File: src/rtl/serial_rx_pkg.sv
// Shared definitions for the serial receiver: FSM states, idle line level and
// bit-period helpers derived from the timer width.
package serial_rx_pkg;

  typedef enum logic [2:0] {
    ST_IDLE,
    ST_START,
    ST_DATA,
    ST_STOP,
    ST_BREAK
  } state_e;

  localparam logic LINE_IDLE = 1'b1;

  function automatic int unsigned full_period(input int unsigned timer_width);
    return 32'd1 << timer_width;
  endfunction

  function automatic int unsigned half_period(input int unsigned timer_width);
    return 32'd1 << (timer_width - 1);
  endfunction

endpackage

File: src/rtl/serial_rx_sync.sv
// Two-flop synchroniser for the rx pin plus falling-edge detector; all flops
// reset to the idle line level so reset never fakes a start bit.
module serial_rx_sync
  import serial_rx_pkg::*;
(
  input  logic clk,
  input  logic rst,
  input  logic rx_i,
  output logic line_o,
  output logic fall_o
);

  logic meta_q;
  logic sync_q;
  logic prev_q;

  always_ff @(posedge clk or posedge rst) begin
    if (rst) begin
      meta_q <= LINE_IDLE;
      sync_q <= LINE_IDLE;
      prev_q <= LINE_IDLE;
    end else begin
      meta_q <= rx_i;
      sync_q <= meta_q;
      prev_q <= sync_q;
    end
  end

  assign line_o = sync_q;
  assign fall_o = prev_q & ~sync_q;

endmodule

File: src/rtl/serial_rx.sv
// Asynchronous serial receiver: start hunt, mid-bit sampling, stop check.
// Optional SERIAL_RX_MAJORITY_EN: 2-of-3 vote around each sample, +1 clk latency.
module serial_rx
  import serial_rx_pkg::*;
#(
  parameter int unsigned Width      = 8,
  parameter int unsigned TimerWidth = 8
) (
  input  logic             clk,
  input  logic             rst,
  input  logic             rx,
  output logic [Width-1:0] Q,
  output logic             valid,
  output logic             ferr,
  output logic             busy
);

  localparam int unsigned BitCntW = $clog2(Width + 1);
  localparam logic [BitCntW-1:0] LastBit = BitCntW'(Width - 1);

  logic line;
  logic fall;
  logic sample;

  serial_rx_sync u_sync (
    .clk    (clk),
    .rst    (rst),
    .rx_i   (rx),
    .line_o (line),
    .fall_o (fall)
  );

`ifdef SERIAL_RX_MAJORITY_EN
  localparam int unsigned MajDelay = 1;
  logic hist1_q;
  logic hist2_q;

  always_ff @(posedge clk or posedge rst) begin
    if (rst) begin
      hist1_q <= LINE_IDLE;
      hist2_q <= LINE_IDLE;
    end else begin
      hist1_q <= line;
      hist2_q <= hist1_q;
    end
  end

  // Decision is taken one clock late so the vote spans point -1, 0, +1.
  assign sample = (hist2_q & hist1_q) | (hist2_q & line) | (hist1_q & line);
`else
  localparam int unsigned MajDelay = 0;
  assign sample = line;
`endif

  // Full-period match wraps to 0 when delayed, matching the natural timer wrap.
  localparam logic [TimerWidth-1:0] StartAt = TimerWidth'(half_period(TimerWidth) - 1 + MajDelay);
  localparam logic [TimerWidth-1:0] BitAt   = TimerWidth'(full_period(TimerWidth) - 1 + MajDelay);
  localparam logic [TimerWidth-1:0] DataRestart = TimerWidth'(MajDelay);

  state_e               state_q, state_d;
  logic [TimerWidth-1:0] timer_q, timer_d;
  logic [BitCntW-1:0]    bitcnt_q, bitcnt_d;
  logic [Width-1:0]      shift_q, shift_d;
  logic [Width-1:0]      q_q, q_d;
  logic                  valid_q, valid_d;
  logic                  ferr_q, ferr_d;

  always_ff @(posedge clk or posedge rst) begin
    if (rst) begin
      state_q  <= ST_IDLE;
      timer_q  <= '0;
      bitcnt_q <= '0;
      shift_q  <= '0;
      q_q      <= '0;
      valid_q  <= 1'b0;
      ferr_q   <= 1'b0;
    end else begin
      state_q  <= state_d;
      timer_q  <= timer_d;
      bitcnt_q <= bitcnt_d;
      shift_q  <= shift_d;
      q_q      <= q_d;
      valid_q  <= valid_d;
      ferr_q   <= ferr_d;
    end
  end

  always_comb begin
    state_d  = state_q;
    timer_d  = timer_q + 1'b1;
    bitcnt_d = bitcnt_q;
    shift_d  = shift_q;
    q_d      = q_q;
    valid_d  = 1'b0;
    ferr_d   = 1'b0;
    unique case (state_q)
      ST_IDLE: begin
        timer_d  = '0;
        bitcnt_d = '0;
        if (fall) state_d = ST_START;
      end
      ST_START: begin
        if (timer_q == StartAt) begin
          if (sample == 1'b0) begin
            state_d  = ST_DATA;
            timer_d  = DataRestart;
            bitcnt_d = '0;
          end else begin
            state_d = ST_IDLE;
            timer_d = '0;
          end
        end
      end
      ST_DATA: begin
        if (timer_q == BitAt) begin
          shift_d = {sample, shift_q[Width-1:1]};
          if (bitcnt_q == LastBit) state_d = ST_STOP;
          else                     bitcnt_d = bitcnt_q + 1'b1;
        end
      end
      ST_STOP: begin
        if (timer_q == BitAt) begin
          if (sample) begin
            q_d     = shift_q;
            valid_d = 1'b1;
            state_d = ST_IDLE;
          end else begin
            ferr_d  = 1'b1;
            state_d = ST_BREAK;
          end
        end
      end
      ST_BREAK: begin
        timer_d = '0;
        if (line == LINE_IDLE) state_d = ST_IDLE;
      end
      default: begin
        state_d = ST_IDLE;
        timer_d = '0;
      end
    endcase
  end

  assign Q     = q_q;
  assign valid = valid_q;
  assign ferr  = ferr_q;
  assign busy  = (state_q != ST_IDLE);

endmodule

File: config.mk
export PLATFORM = sky130hd
export DESIGN_NAME = serial_rx
export DESIGN_NICKNAME = d
export VERILOG_FILES = /design/src/rtl/serial_rx_pkg.sv /design/src/rtl/serial_rx_sync.sv /design/src/rtl/serial_rx.sv
export SDC_FILE = /design/constraint.sdc
export NUM_CORES = 1
export LEC_CHECK = 0
export BUFFER_PORTS_ARGS = -buffer_cell sky130_fd_sc_hd__buf_2
export CORE_MARGIN = 8
export CORE_UTILIZATION = 45
export CTS_BUF_LIST = sky130_fd_sc_hd__clkbuf_8
export CTS_CLUSTER_SIZE = 14
export DETAILED_ROUTE_END_ITERATION = 8
export PLACE_DENSITY = 0.65
export SLEW_MARGIN = 40
export SYNTH_ARGS = -nofsm -noshare
export SYNTH_HDL_FRONTEND = slang
export SYNTH_SLANG_ARGS = --single-unit
File: constraint.sdc
create_clock -name clk -period 2 [get_ports clk]
set_input_delay 0 -clock clk [delete_from_list [all_inputs] [get_ports clk]]
set_output_delay 0 -clock clk [all_outputs]
set_load 0.05 [all_outputs]
[After elaboration in Yosys (flattened, before gate mapping)]
Index checks and enable logic that the tools add are counted.
Storage, ports and cells
  flip-flop bits (word level): 36
  bits of input ports: 3
  output and inout port bits: 11
  logic and storage cells: 59
Cells by class
  $add $sub $neg: 2
  equality and inequality tests: 15
  mux-type cells: 22
  bitwise logic cells: 2
  reductions and logical operators: 8
Operators with widths (number)
  2-to-1 mux 3 bit: 7
  2-to-1 mux 4 bit: 4
  one-hot mux 8 bit (2 select lines): 1
  one-hot mux 3 bit (5 select lines): 1
  inequality test 2 bit, second input constant: 7
  one-hot mux 4 bit (3 select lines): 1
  adder 8 x 1 -> 8 bit, second input constant: 1
  equality test 8 x 7 -> 1 bit, second input constant: 1
  equality test 8 bit, second input constant: 1
  2-to-1 mux 8 bit: 1
  equality test 3 x 2 -> 1 bit, second input constant: 2
  2-to-1 mux 1 bit: 6
  AND reduction 6 bit: 1
  nonzero test 3 bit: 2
  AND reduction 5 bit: 1
  adder 4 x 1 -> 4 bit, second input constant: 1
  equality test 4 x 3 -> 1 bit, second input constant: 1
  equality test 3 x 1 -> 1 bit, second input constant: 1
  equality test 3 bit, second input constant: 1
  logical NOT 3 bit: 1
  AND reduction 3 bit: 1
  2-to-1 mux 2 bit: 1
  inequality test 2 x 1 -> 1 bit, second input constant: 1
  AND reduction 2 bit: 1
  other kinds (3): 3

[Longest topological paths before layout]
  depth after elaboration: 4
  gate-level depth with buffers: 7
  depth with buffers taken out: 6

[Hierarchy]
From an unflattened synthesis, not the netlist that was laid out.
Second synthesis, totals
  cell total of the unflattened synthesis: 137
  area total of the unflattened synthesis: 1719.1 sq um
By module, submodules not included
  serial_rx: instances 1, cells each 132, area each 1622.8 sq um, sequential area each 825.8 sq um
  serial_rx_sync: instances 1, cells each 5, area each 96.3 sq um, sequential area each 78.8 sq um

[Worst setup path after synthesis]
OpenSTA, ideal clock, no wires.
  path type: register to register
  start point: register timer_q[0]
  end point: register q_q[0] (netlist: Q[0])
  setup time: 0.125 ns
  arrival time: 1.793 ns
  data required time: 1.875 ns
  path slack: 0.082 ns
  stages on the path, launching flop included: 6
  buffers on the path: 0
  clock period less this slack: 1.918 ns
  cell sequence: dfrtp_1 -> ha_1 -> and4_4 -> nand3_4 -> nor4_4 -> mux2_2
Between the ends
  cells in the longest elaborated chain, start to end: 2
Ends and longest elaborated chain
  from (decl): RTL line serial_rx.sv:61  | logic [TimerWidth-1:0] timer_q, timer_d;
  from (signal assigned): RTL line serial_rx.sv:79  | timer_q <= timer_d;
  equality test 8 bit: RTL line serial_rx.sv:122  | if (timer_q == BitAt) begin
  AND reduction 3 bit (no line)
  to (signal assigned): RTL line serial_rx.sv:82  | q_q <= q_d;
  to (decl): RTL line serial_rx.sv:64  | logic [Width-1:0] q_q, q_d;
Every way passes these cells.
A chain may end at the register's enable or synchronous reset.

[Final worst setup path]
  start point: register timer_q[0]
  end point: register q_q[3] (netlist: Q[3])
Same word-level chain as after synthesis.

==> qor.yml <==
run_status:
  run_status: "complete, no violations"
logic_synthesis:
  synth_top_family_by_area: "simple AND/OR/NAND/NOR gates"
  post-synth-top-count-cell: "sky130_fd_sc_hd__dfrtp_1"
  synth-simple-area-share_pct: 17.0
  ys_async_sr_fraction_pct: 100
  netlist_area_sq_um: 1630
  synthesized_area_fraction_occupied_by_ao_oa_aoi_and_oai_cells_pct: 8.46
  synthMuxAreaShare_pct: 11.1
  yosys.area_share.adder_pct: 1.54
  ys_seq_elements: 36
  synth_ff_type: "sky130_fd_sc_hd__dfrtp_1"
  synth_area_leaders: "sky130_fd_sc_hd__dfrtp_1 (51%), sky130_fd_sc_hd__mux2_2 (11%), sky130_fd_sc_hd__dfstp_2 (4.8%)"
  post_synth_num_cell_types: 37
  commonest_cells_post_synth: "sky130_fd_sc_hd__dfrtp_1 (33), sky130_fd_sc_hd__mux2_2 (16), sky130_fd_sc_hd__nor2_1 (12)"
  synth_top_area_share_pct: 50.7
  post_synth_inst_count: 141
  yosys.area.top_type: "sky130_fd_sc_hd__dfrtp_1"
  total_nets_after_synthesis: 146
  avgSynthCellArea_sq_um: 11.5
  synth_xor_area_share_pct: 3.77
  synth.yosys.seq_area_share_pct: 55.6
  ys_warn_count: 0
  synth-edff-count: 0
die:
  row_count: 22
  floorplan.die.width_um: 76.1
  initial_core_util_pct: 45.5
  floorplan.die_area_sq_um: 5800
  dieHeight_um: 76.1
  core_region_area_sq_um: 3580
  boundaryPins: 14
power_and_ir_drop:
  share_clk_of_total_power_pct: 34.5
  p_int_mw: 1.14
  total_switching_power_mw: 0.427
  ir_worst_vdd_mv: 0.498
  share_of_power_burned_in_registers_pct: 54.0
  cell_pwr_density_nw_per_um2: 821
  p_leak_nw: 0.917
  combinational_share_of_power_pct: 11.5
  power_switching_share_pct: 27.3
clocking:
  cts.path.max_buffers: 2
  ctsRootBufferMaster: "sky130_fd_sc_hd__clkbuf_8"
  cts-buffers-inserted: 5
  clk_latency_worst_skew_pair_ps: 290
  cts.clk_slew.worst_paths_ps: 70
  tritoncts_sink_count: 36
  post_cts_repair_timing_setup_buffer_count: 0
  cts_tree: "built"
  cts-htree-levels: 2
worst_setup_path:
  cp_cell_sequence: "ha_1 > and4_4 > nand3_4 > nor4_4 > buf_6 > mux2_2"
  cp_num_buf_inv: 1
  worst-setup-path-type: "reg -> reg"
  critical_path_peak_fanout: 9
  worstPathRequired_ps: 2170
  worst_path_largest_cell_delay_ps: 400
  end_kind: "flip-flop"
  launching_element_type_of_the_critical_path: "flip-flop"
  critical_path.slowest_cell: "sky130_fd_sc_hd__dfrtp_1"
  crit_arrival_ps: 2090
  path_delay_family: "simple AND/OR/NAND/NOR gates"
  r2r_setup_slack_ps: 90
placement:
  place_hpwl_um: 2160
  placedCellCount: 204
  routabilityCongestion: 0.829
  port_buffers: 13
  detailed_place.area_sq_um: 1790
finish:
  final_cell_count_no_fill: 214
  layout-area-overhead-vs-synth_pct: 17.1
  combined_area_of_the_multi_input_logic_cells_sq_um: 681
  antenna-diode-count: 0
  finalInstanceArea_sq_um: 1910
  area.sequential_sq_um: 905
  nNetsFinal: 170
  final.fill_count: 338
  drive_gt1_share_pct: 30.7
timing:
  max-slew-margin-rel_pct: 70.7
  slew_viol_final: 0
  rsz0062_at_grt: "no"
  worst_pin_slew_ps: 440
  setup_violations: 0
  setup-tns-final_ps: 0
  max_freq_mhz: 523
  min_period_over_period_pct: 95.6
  worst_clock_skew_ps: 3.02
  final-hold-violation-count: 0
  post-route-min-period_ps: 1910
flow_run:
  max_cap_viol_count: 0
grt:
  total_global_route_track_usage_pct: 11.1
  grt_first_pass_wirelength_um: 5260
  antenna_found_initial: 0
  grt_max_degree: 37
  first_global_vias: 1207
  gr-total-overflow: 0
routing:
  detail_route.wl_per_cell_um: 14.0
  routed_wl_um: 3010
  drtIter0Drc: 92
  post-route-drc-count: 0
  route.detailed.vias_per_inst: 5.45
  drt-pass1-iter-count: 4
  drtAntennaViolNets: 0
  overall_via_count_from_detail_route: 1166
min_path:
  hp-class: "in -> async"
final cells by class:
type,instances,area share [%]
sequential,36,47.4
timing repair buffer,22,7.41
clock inverter,2,0.787
tap,48,3.15
inverter,6,1.18
multi-input combinational,94,35.7
clock buffer,6,4.33
power by group through the flow:
| stage | Clock [mW] | Sequential (mW) | Combinational [mW] |
|---|---|---|---|
| after detailed placement | 0 | 0.860 | 0.180 |
| after global placement | 0 | 0.854 | 0.170 |
| after floorplan | 0 | 0.839 | 0.145 |
| after global routing | 0.590 | 0.853 | 0.207 |
| final | 0.540 | 0.846 | 0.179 |
| after CTS | 0.559 | 0.845 | 0.184 |
cells in the final DEF (no fill, tap or decap), types with 2 or more instances in the layout:
cell type,instances
sky130_fd_sc_hd__dfrtp_1,33
sky130_fd_sc_hd__mux2_2,16
sky130_fd_sc_hd__buf_2,13
sky130_fd_sc_hd__nor2_1,12
sky130_fd_sc_hd__nand2_1,8
sky130_fd_sc_hd__xor2_1,6
sky130_fd_sc_hd__o21ai_0,6
sky130_fd_sc_hd__inv_1,6
sky130_fd_sc_hd__nand3_1,6
sky130_fd_sc_hd__clkbuf_8,6
sky130_fd_sc_hd__buf_4,6
sky130_fd_sc_hd__a21oi_1,5
sky130_fd_sc_hd__nor3_1,5
sky130_fd_sc_hd__nor2b_1,3
sky130_fd_sc_hd__dfstp_2,3
sky130_fd_sc_hd__nand4_1,2
sky130_fd_sc_hd__a31oi_1,2
sky130_fd_sc_hd__and3_1,2
sky130_fd_sc_hd__a41oi_1,2
sky130_fd_sc_hd__ha_1,2
sky130_fd_sc_hd__clkinvlp_4,2
sky130_fd_sc_hd__dlygate4sd3_1,2
timing repair:
action,in CTS,in global routing
hold buffers,2,0
gates resized for setup,0,1
endpoints found under the setup margin,0,8
hold endpoints to repair,34,0
metrics by stage:
step / hold WS, ps / power (mW) / util [%] / setup slack (ps)
after CTS: 337 / 1.59 / 53.2 / 43.2
after global routing: 344 / 1.65 / 53.3 / 2.19
after floorplan: 4.48 / 0.985 / - / 82.1
after detailed placement: 107 / 1.04 / 49.9 / 56.3
final: 348 / 1.57 / 53.3 / 88.1
after global placement: 105 / 1.02 / 49.9 / 151
sequential cells by signal, summed over array words and instances (netlist names):
signal and cells:
valid 1, Q 8, state_q 3, u_sync.meta_q 1, timer_q 8, shift_q 8
ferr 1, u_sync.line_o 1, u_sync.prev_q 1, bitcnt_q 4
layer usage:
| layer | track usage [%] | vias to the layer above | wire [um] |
|---|---|---|---|
| li1 | - | 550 | - |
| met1 | 11.5 | 589 | 1310 |
| met2 | 18.8 | 19 | 1500 |
| met3 | 4.01 | 8 | 126 |
| met4 | 6.54 | 0 | 63 |
| met5 | 0 | - | 0 |
kinds of logic (layout without fill, tap and decap cells):
logic type | count (synthesis) | in the layout
simple gates | 48 | 48
flops | 36 | 36
compound gates | 21 | 21
mux | 16 | 16
buf+inv | 11 | 36
xor+xnor | 7 | 7
fa+ha+maj | 2 | 2
worst reg2reg max path: stages, from the launching register on:
cell and delay (ps):
sky130_fd_sc_hd__dfrtp_1 400, sky130_fd_sc_hd__ha_1 230, sky130_fd_sc_hd__and4_4 270, sky130_fd_sc_hd__nand3_4 100, sky130_fd_sc_hd__nor4_4 280, sky130_fd_sc_hd__buf_6 180, sky130_fd_sc_hd__mux2_2 340
worst paths after layout:
kind | from | end | cells past startpoint
hold reg to reg | u_sync.meta_q | u_sync.line_o | 0
setup reg to reg | timer_q[0] | Q[3] | 6
min in group clk | rx | u_sync.meta_q | 2
hold / removal | rst | shift_q[5] | 4
setup / recovery | timer_q[0] | Q[3] | 6
max in group asynchronous | rst | u_sync.line_o | 4
Note: power is estimated with default switching activity, not from simulation.
